### config.mk
export PLATFORM = sky130hd
export DESIGN_NAME = pipelined_bypass_adder
export DESIGN_NICKNAME = d
export VERILOG_FILES = /design/src/rtl/pipelined_bypass_adder.sv
export SDC_FILE = /design/constraint.sdc
export NUM_CORES = 1
export LEC_CHECK = 0
export CORE_MARGIN = 4
export CORE_UTILIZATION = 30
export DETAILED_ROUTE_END_ITERATION = 12
export DONT_BUFFER_PORTS = 1
export GPL_ROUTABILITY_DRIVEN = 0
export GPL_TIMING_DRIVEN = 0
export MAX_ROUTING_LAYER = met4
export PLACE_DENSITY = 0.57
export REMOVE_ABC_BUFFERS = 1
export SLEW_MARGIN = 10
export SYNTH_ARGS = -nofsm -noshare
export SYNTH_HDL_FRONTEND = slang
export SYNTH_SLANG_ARGS = --single-unit
### constraint.sdc
create_clock -name clk -period 6.7 [get_ports clk]
set_clock_uncertainty 0.15 [all_clocks]
set_input_delay 1.34 -clock clk [delete_from_list [all_inputs] [get_ports clk]]
set_output_delay 1.34 -clock clk [all_outputs]
set_load 0.1 [all_outputs]
### src/rtl/pipelined_bypass_adder.sv
// Pipelined carry-skip adder/subtractor with valid/ready handshake.
// N bits are split into STAGES segments; the carry between segments is registered.
module pipelined_bypass_adder #(
  parameter int N      = 32,
  parameter int K      = 4,
  parameter int STAGES = 2
) (
  input  logic         clk,
  input  logic         rst,
  input  logic         in_valid,
  output logic         in_ready,
  input  logic [N-1:0] A,
  input  logic [N-1:0] B,
  input  logic         Cin,
  input  logic         Sub,
  output logic         out_valid,
  input  logic         out_ready,
  output logic [N-1:0] Sum,
  output logic         Cout,
  output logic         Overflow
);

  localparam int NUM_BLOCKS = N / K;
  localparam int SEG        = N / STAGES;
  localparam int BPS        = NUM_BLOCKS / STAGES;
  localparam int L          = STAGES - 1;

  if (K < 1 || STAGES < 1 || (N % K) != 0 || (NUM_BLOCKS % STAGES) != 0) begin : g_bad_params
    $error("pipelined_bypass_adder: N must be a multiple of K and N/K a multiple of STAGES");
  end

  logic adv;
  assign adv      = !out_valid || out_ready;
  assign in_ready = adv;

  for (genvar s = 0; s < STAGES; s++) begin : g_seg
    localparam int LO = s * SEG;
    localparam int W  = N - LO;
    localparam logic [N-1:0] MASK = N'({SEG{1'b1}}) << LO;

    // a_q carries finished sum bits below LO and untouched operand A bits above;
    // b_q holds only the not-yet-consumed operand B bits, right-aligned.
    logic [N-1:0]   a_q, a_nx;
    logic [W-1:0]   b_q;
    logic           c_q, v_q, c_nx;
    logic [SEG-1:0] p, g, ci, seg_sum;

    if (s == 0) begin : g_load
      always_ff @(posedge clk) begin
        if (rst) begin
          v_q <= 1'b0;
          a_q <= '0;
          b_q <= '0;
          c_q <= 1'b0;
        end else if (adv) begin
          v_q <= in_valid;
          if (in_valid) begin
            a_q <= A;
            b_q <= Sub ? ~B : B;
            c_q <= Sub ? 1'b1 : Cin;
          end
        end
      end
    end else begin : g_shift
      always_ff @(posedge clk) begin
        if (rst) begin
          v_q <= 1'b0;
          a_q <= '0;
          b_q <= '0;
          c_q <= 1'b0;
        end else if (adv) begin
          v_q <= g_seg[s-1].v_q;
          a_q <= g_seg[s-1].a_nx;
          b_q <= g_seg[s-1].b_q[W+SEG-1:SEG];
          c_q <= g_seg[s-1].c_nx;
        end
      end
    end

    assign p = a_q[LO +: SEG] ^ b_q[SEG-1:0];
    assign g = a_q[LO +: SEG] & b_q[SEG-1:0];

    // ci[i] is the carry into bit i; each block's carry-out goes through the skip mux
    always_comb begin
      logic c, rc;
      ci   = '0;
      c    = c_q;
      rc   = 1'b0;
      c_nx = 1'b0;
      for (int j = 0; j < BPS; j++) begin
        rc = c;
        for (int i = 0; i < K; i++) begin
          ci[j*K+i] = rc;
          rc        = g[j*K+i] | (p[j*K+i] & rc);
        end
        c = (&p[j*K +: K]) ? c : rc;
      end
      c_nx = c;
    end

    assign seg_sum = p ^ ci;
    assign a_nx    = (a_q & ~MASK) | (N'(seg_sum) << LO);
  end

  always_ff @(posedge clk) begin
    if (rst) begin
      out_valid <= 1'b0;
      Sum       <= '0;
      Cout      <= 1'b0;
      Overflow  <= 1'b0;
    end else if (adv) begin
      out_valid <= g_seg[L].v_q;
      Overflow  <= g_seg[L].v_q & (g_seg[L].ci[SEG-1] ^ g_seg[L].c_nx);
      if (g_seg[L].v_q) begin
        Sum  <= g_seg[L].a_nx;
        Cout <= g_seg[L].c_nx;
      end
    end
  end

endmodule

Yosys cells after proc, flatten, opt, wreduce, memory -nomap -nowiden
Cells that the tools add are included.
- register bits after elaboration: 151
- input bits: 70
- output and inout port bits: 36
- logic and storage cells: 109
- muxes and demuxes: 10
- bitwise logic cells: 75
- reduce and logical (&&, ||, !) cells: 12
- operators by type and width (cell ; number):
    $xor A16 B16 Y16 ; 4
    $and A1 B1 Y1 ; 33
    $and A16 B16 Y16 ; 2
    $mux W32 ; 1
    $not A32 Y32 ; 1
    $or A1 B1 Y1 ; 32
    $or A16 B32 Y32 ; 1
    $or A32 B16 Y32 ; 1
    $reduce_and A4 Y1 ; 8
    $mux W1 ; 9
    $reduce_and A2 Y1 ; 2
    $logic_not A1 Y1 ; 1
    $logic_or A1 B1 Y1 ; 1
    $xor A1 B1 Y1 ; 1

Longest topological paths before layout
- depth in word-level cells: 39
- gate-level depth with buffers: 29
- depth with buffers taken out: 29

Least setup slack after synthesis
OpenSTA, ideal clock, no wires.
- kind: reg-to-reg
- from: reg g_seg[1].a_q[16]
- to: reg Overflow
- library setup time: 0.084 ns
- arrival time: 7.173 ns
- data required time: 6.466 ns
- slack: -0.708 ns
- stages on the path, launching flop included: 30
- buffers on the path: 0
- path through: dfxtp_1 -> inv_1 -> fa_1 -> inv_1 -> fa_1 -> fa_1 -> fa_1 -> mux2_4 -> fa_1 -> fa_1 -> fa_1 -> fa_1 -> a41oi_1 -> nor2_1 -> fa_1 -> fa_1 -> fa_1 -> fa_1 -> nand2_1 -> nand2_1 -> fa_1 -> fa_1 -> inv_1 -> fa_1 -> inv_1 -> fa_1 -> nor2_1 -> a31oi_2 -> xnor2_1 -> o31ai_2
- cells in the longest elaborated chain, start to end: 39
- ends and longest elaborated chain (what ; line ; text):
    start: declaration ; 43 ; logic [N-1:0] a_q, a_nx;
    start signal: assignment ; 73 ; a_q <= g_seg[s-1].a_nx;
    $xor A16 B16 Y16 ; 80 ; assign p = a_q[LO +: SEG] ^ b_q[SEG-1:0];
    $and A1 B1 Y1 ; 94 ; rc = g[j*K+i] | (p[j*K+i] & rc);
    $or A1 B1 Y1 ; 94 ;
    $and A1 B1 Y1 ; 94 ;
    $or A1 B1 Y1 ; 94 ;
    $and A1 B1 Y1 ; 94 ;
    $or A1 B1 Y1 ; 94 ;
    $and A1 B1 Y1 ; 94 ;
    (+23 left out) ; n/a ;
    $or A1 B1 Y1 ; 94 ;
    $and A1 B1 Y1 ; 94 ;
    $or A1 B1 Y1 ; 94 ;
    $and A1 B1 Y1 ; 94 ;
    $or A1 B1 Y1 ; 94 ;
    $mux W1 ; 96 ; c = (&p[j*K +: K]) ? c : rc;
    $xor A1 B1 Y1 * ; 113 ; Overflow <= g_seg[L].v_q & (g_seg[L].ci[SEG-1] ^ g_seg[L].c_nx);
    $and A1 B1 Y1 * ; 113 ;
    end signal: assignment ; 113 ;
    end: declaration ; 20 ; output logic Overflow
Every way passes the cells marked *; elsewhere a longest branch is shown, timed or not.
A chain may end at the register's enable or synchronous reset.

Worst setup path after layout
Ends and elaborated chain as after synthesis.

==> results.md <==
* Status: finished, violations left
* Failing checks: setup timing
* Worst EP arrival at 7300 ps
* Largest net degree at the start of global routing at 153
* Io pins at roughly 110
* Die Span X at between 150 and 200 µm
* Register area share after synthesis at 0.438
* DIE AREA at 25500 µm²
* Final #Nets at 876
* Worst setup EP type: register
* RSZ-0062 raised after global routing: yes
* Switching power at 0.564 mW
* Global route total overflow at 0
* Distinct cells, synth at 32
* Clock share of power at 0.469
* Max VDD drop at 135 µV
* Yosys Warn Count at 0
* CTS Buf Count at 17
* Power Dens Cells at about 290 nW/µm²
* Hold Crit Class: register to register
* Post-route DRC violation count at 0
* Initial antenna violation count at 0
* Clk pin slew, worst setup/hold paths at 60 ps
* Hold-fix buffers, CTS at 0
* Row count at 55
* TritonCTS clock tree: yes
* Crit-path max FO at 2
* Vias in the first global route at 4876
* Util after Layout at 0.351
* Post-Synthesis Cells at 760
* Worst skew pair latency at 420 ps
* Vias per cell at between 4 and 5
* Critical Path Source Type: register
* EDFF count, synth at 0
* Setup WS post-layout at -482 ps
* Final WL at roughly 16000 µm
* Sequential share of power at 0.453
* First-pass GRT wire length at 26300 µm
* H-tree depth at 4
* CORE AREA at 22600 µm²
* Most frequent cells in the layout: 219 x nand2_1, 145 x dfxtp_1, 109 x a21oi_1
* Die height at 160 µm
* TNS Setup at -1720 ps
* Final min period at 7180 ps
* Netlist Area Pre-Place at 6900 µm²
* DRT iter0 DRCs at roughly 180
* N_diodes at 0
* MaxCap Viol Count at 0
* Switching Fraction at 0.248
* Predominant post-synthesis flop cell: dfxtp_1
* Worst Tran Pin Value at just over 1000 ps
* Synth-to-layout area growth at 15.1%
* Total GRT Usage at 0.133
* Cell Int Power at 1.71 mW
* Post-Syn Area per Cell at 9.07 µm²
* Normalized max-slew margin at 0.312
* Final Setup Violations at 6
* Final Hold Viols at 0
* Async set-reset flop share out of synthesis at 0
* Via count at 4809
* FF+latch count, synth at 151
* Max Fclk at 139 MHz
* Initial Utilization at 0.305
* PortBufs at 0
* Clock buffer depth at 2
* Commonest non-fill, non-tap cell in the layout: nand2_1
* Crit path kind: register to register
* Comb power frac at 0.078
* Pins Over Slew Limit at 0
* Period utilisation layout at 1.07
* Leakage at 2.99 nW
* Post-DRT Antenna Nets at 0
* Clock root cell: clkbuf_16
* DR WL/cell at 15.4 µm
* Clock sinks at approximately 150
* Critical Path RT at 6820 ps
* Worst path max stage delay at around 370 ps
* Post-DP HPWL at about 10000 µm
* Worst path slowest cell: fa_2
* Most used cell, CP: fa_2
* Drt first pass iters at 4
* Layout cells sized above 1 at 0.190
[sequential cells by signal, indices dropped and copies added, names as in the netlist]
register	cells
g_seg.a_q	64
g_seg.b_q	48
Sum	32
g_seg.c_q	2
g_seg.v_q	2
Cout	1
Overflow	1
out_valid	1
[critical path: cells and delay by family (launching register included)]
kind / cells / cell delay, ps
mux: 1 / 290
fa+ha+maj: 16 / 5200
compound gates: 3 / 330
flops: 1 / 320
simple gates: 4 / 300
buf+inv: 4 / 210
xor+xnor: 1 / 200
[cell usage after synthesis (6+ instances only)]
library cell,count,share of area
nand2_1,225,0.12
dfxtp_1,151,0.44
a21oi_1,113,0.082
nor2_1,42,0.023
fa_1,32,0.093
ha_1,32,0.058
xnor2_1,31,0.039
a211oi_2,22,0.040
clkbuf_1,21,0.011
buf_2,16,0.012
inv_1,16,0.0087
a211oi_1,15,0.016
buf_6,11,0.018
nand4_1,7,0.0064
buf_4,6,0.0065
[final timing paths]
kind / startpoint / endpoint / slack (ps) / cells past startpoint
worst max-delay path: g_seg[1].a_q[16]$_SDFFE_PP0N_ / Overflow$_SDFFE_PP0N_ / -480 / 29
worst max register to register: g_seg[1].a_q[16]$_SDFFE_PP0N_ / Overflow$_SDFFE_PP0N_ / -480 / 29
worst min register to register: g_seg[0].a_q[16]$_SDFFE_PP0P_ / g_seg[1].a_q[16]$_SDFFE_PP0N_ / 300 / 2
worst min-delay path: g_seg[0].a_q[16]$_SDFFE_PP0P_ / g_seg[1].a_q[16]$_SDFFE_PP0N_ / 300 / 2
[repair_timing]
action	4_1_cts	5_1_grt
setup buffers	11	2
resized for setup	56	11
endpoints found under the setup margin	10	8
pin swaps	5	5
[logic make-up after synthesis]
logic type / synth area share
buffers and inverters: 0.0568
xor gates and xnor gates: 0.0419
and+or+nand+nor: 0.161
AOI/OAI and AO/OA: 0.146
DFF: 0.438
muxes: 0.00526
adders and majority gates: 0.151
[through the flow]
step	setup slack, ps	cells	hold WS, ps	area, µm²	power, mW
global placement	-1330	991	284	6920	1.21
global route	-817	1039	311	7940	2.38
CTS	-592	1037	298	7880	2.31
finish	-482	1039	301	7940	2.27
floorplan	-712	706	276	6570	1.17
detailed placement	-1400	995	289	7030	1.22
[routing by layer]
layer  GRT usage  wire length (µm)
met3      0.0386               789
met4      0.0414               199
met2       0.218              7860
met1       0.159              7150
met5           -                 0
[cell type report]
class,instances,area (µm²)
clock buffers,20,447
clock inverters,11,198
fillers,2350,14700
inverters,17,66.3
multi-input cells,538,3640
flip-flops and latches,151,3030
well taps,285,357
repair buffers,17,200
[power by group through the flow]
stage          clock network [mW]  logic [mW]  registers [mW]
2_1_floorplan                   0       0.129            1.04
3_3_place_gp                    0       0.162            1.05
3_5_place_dp                    0       0.168            1.05
4_1_cts                      1.10       0.179            1.03
5_1_grt                      1.14       0.208            1.04
6_report                     1.06       0.177            1.03
(Power assumes the default switching activity.)
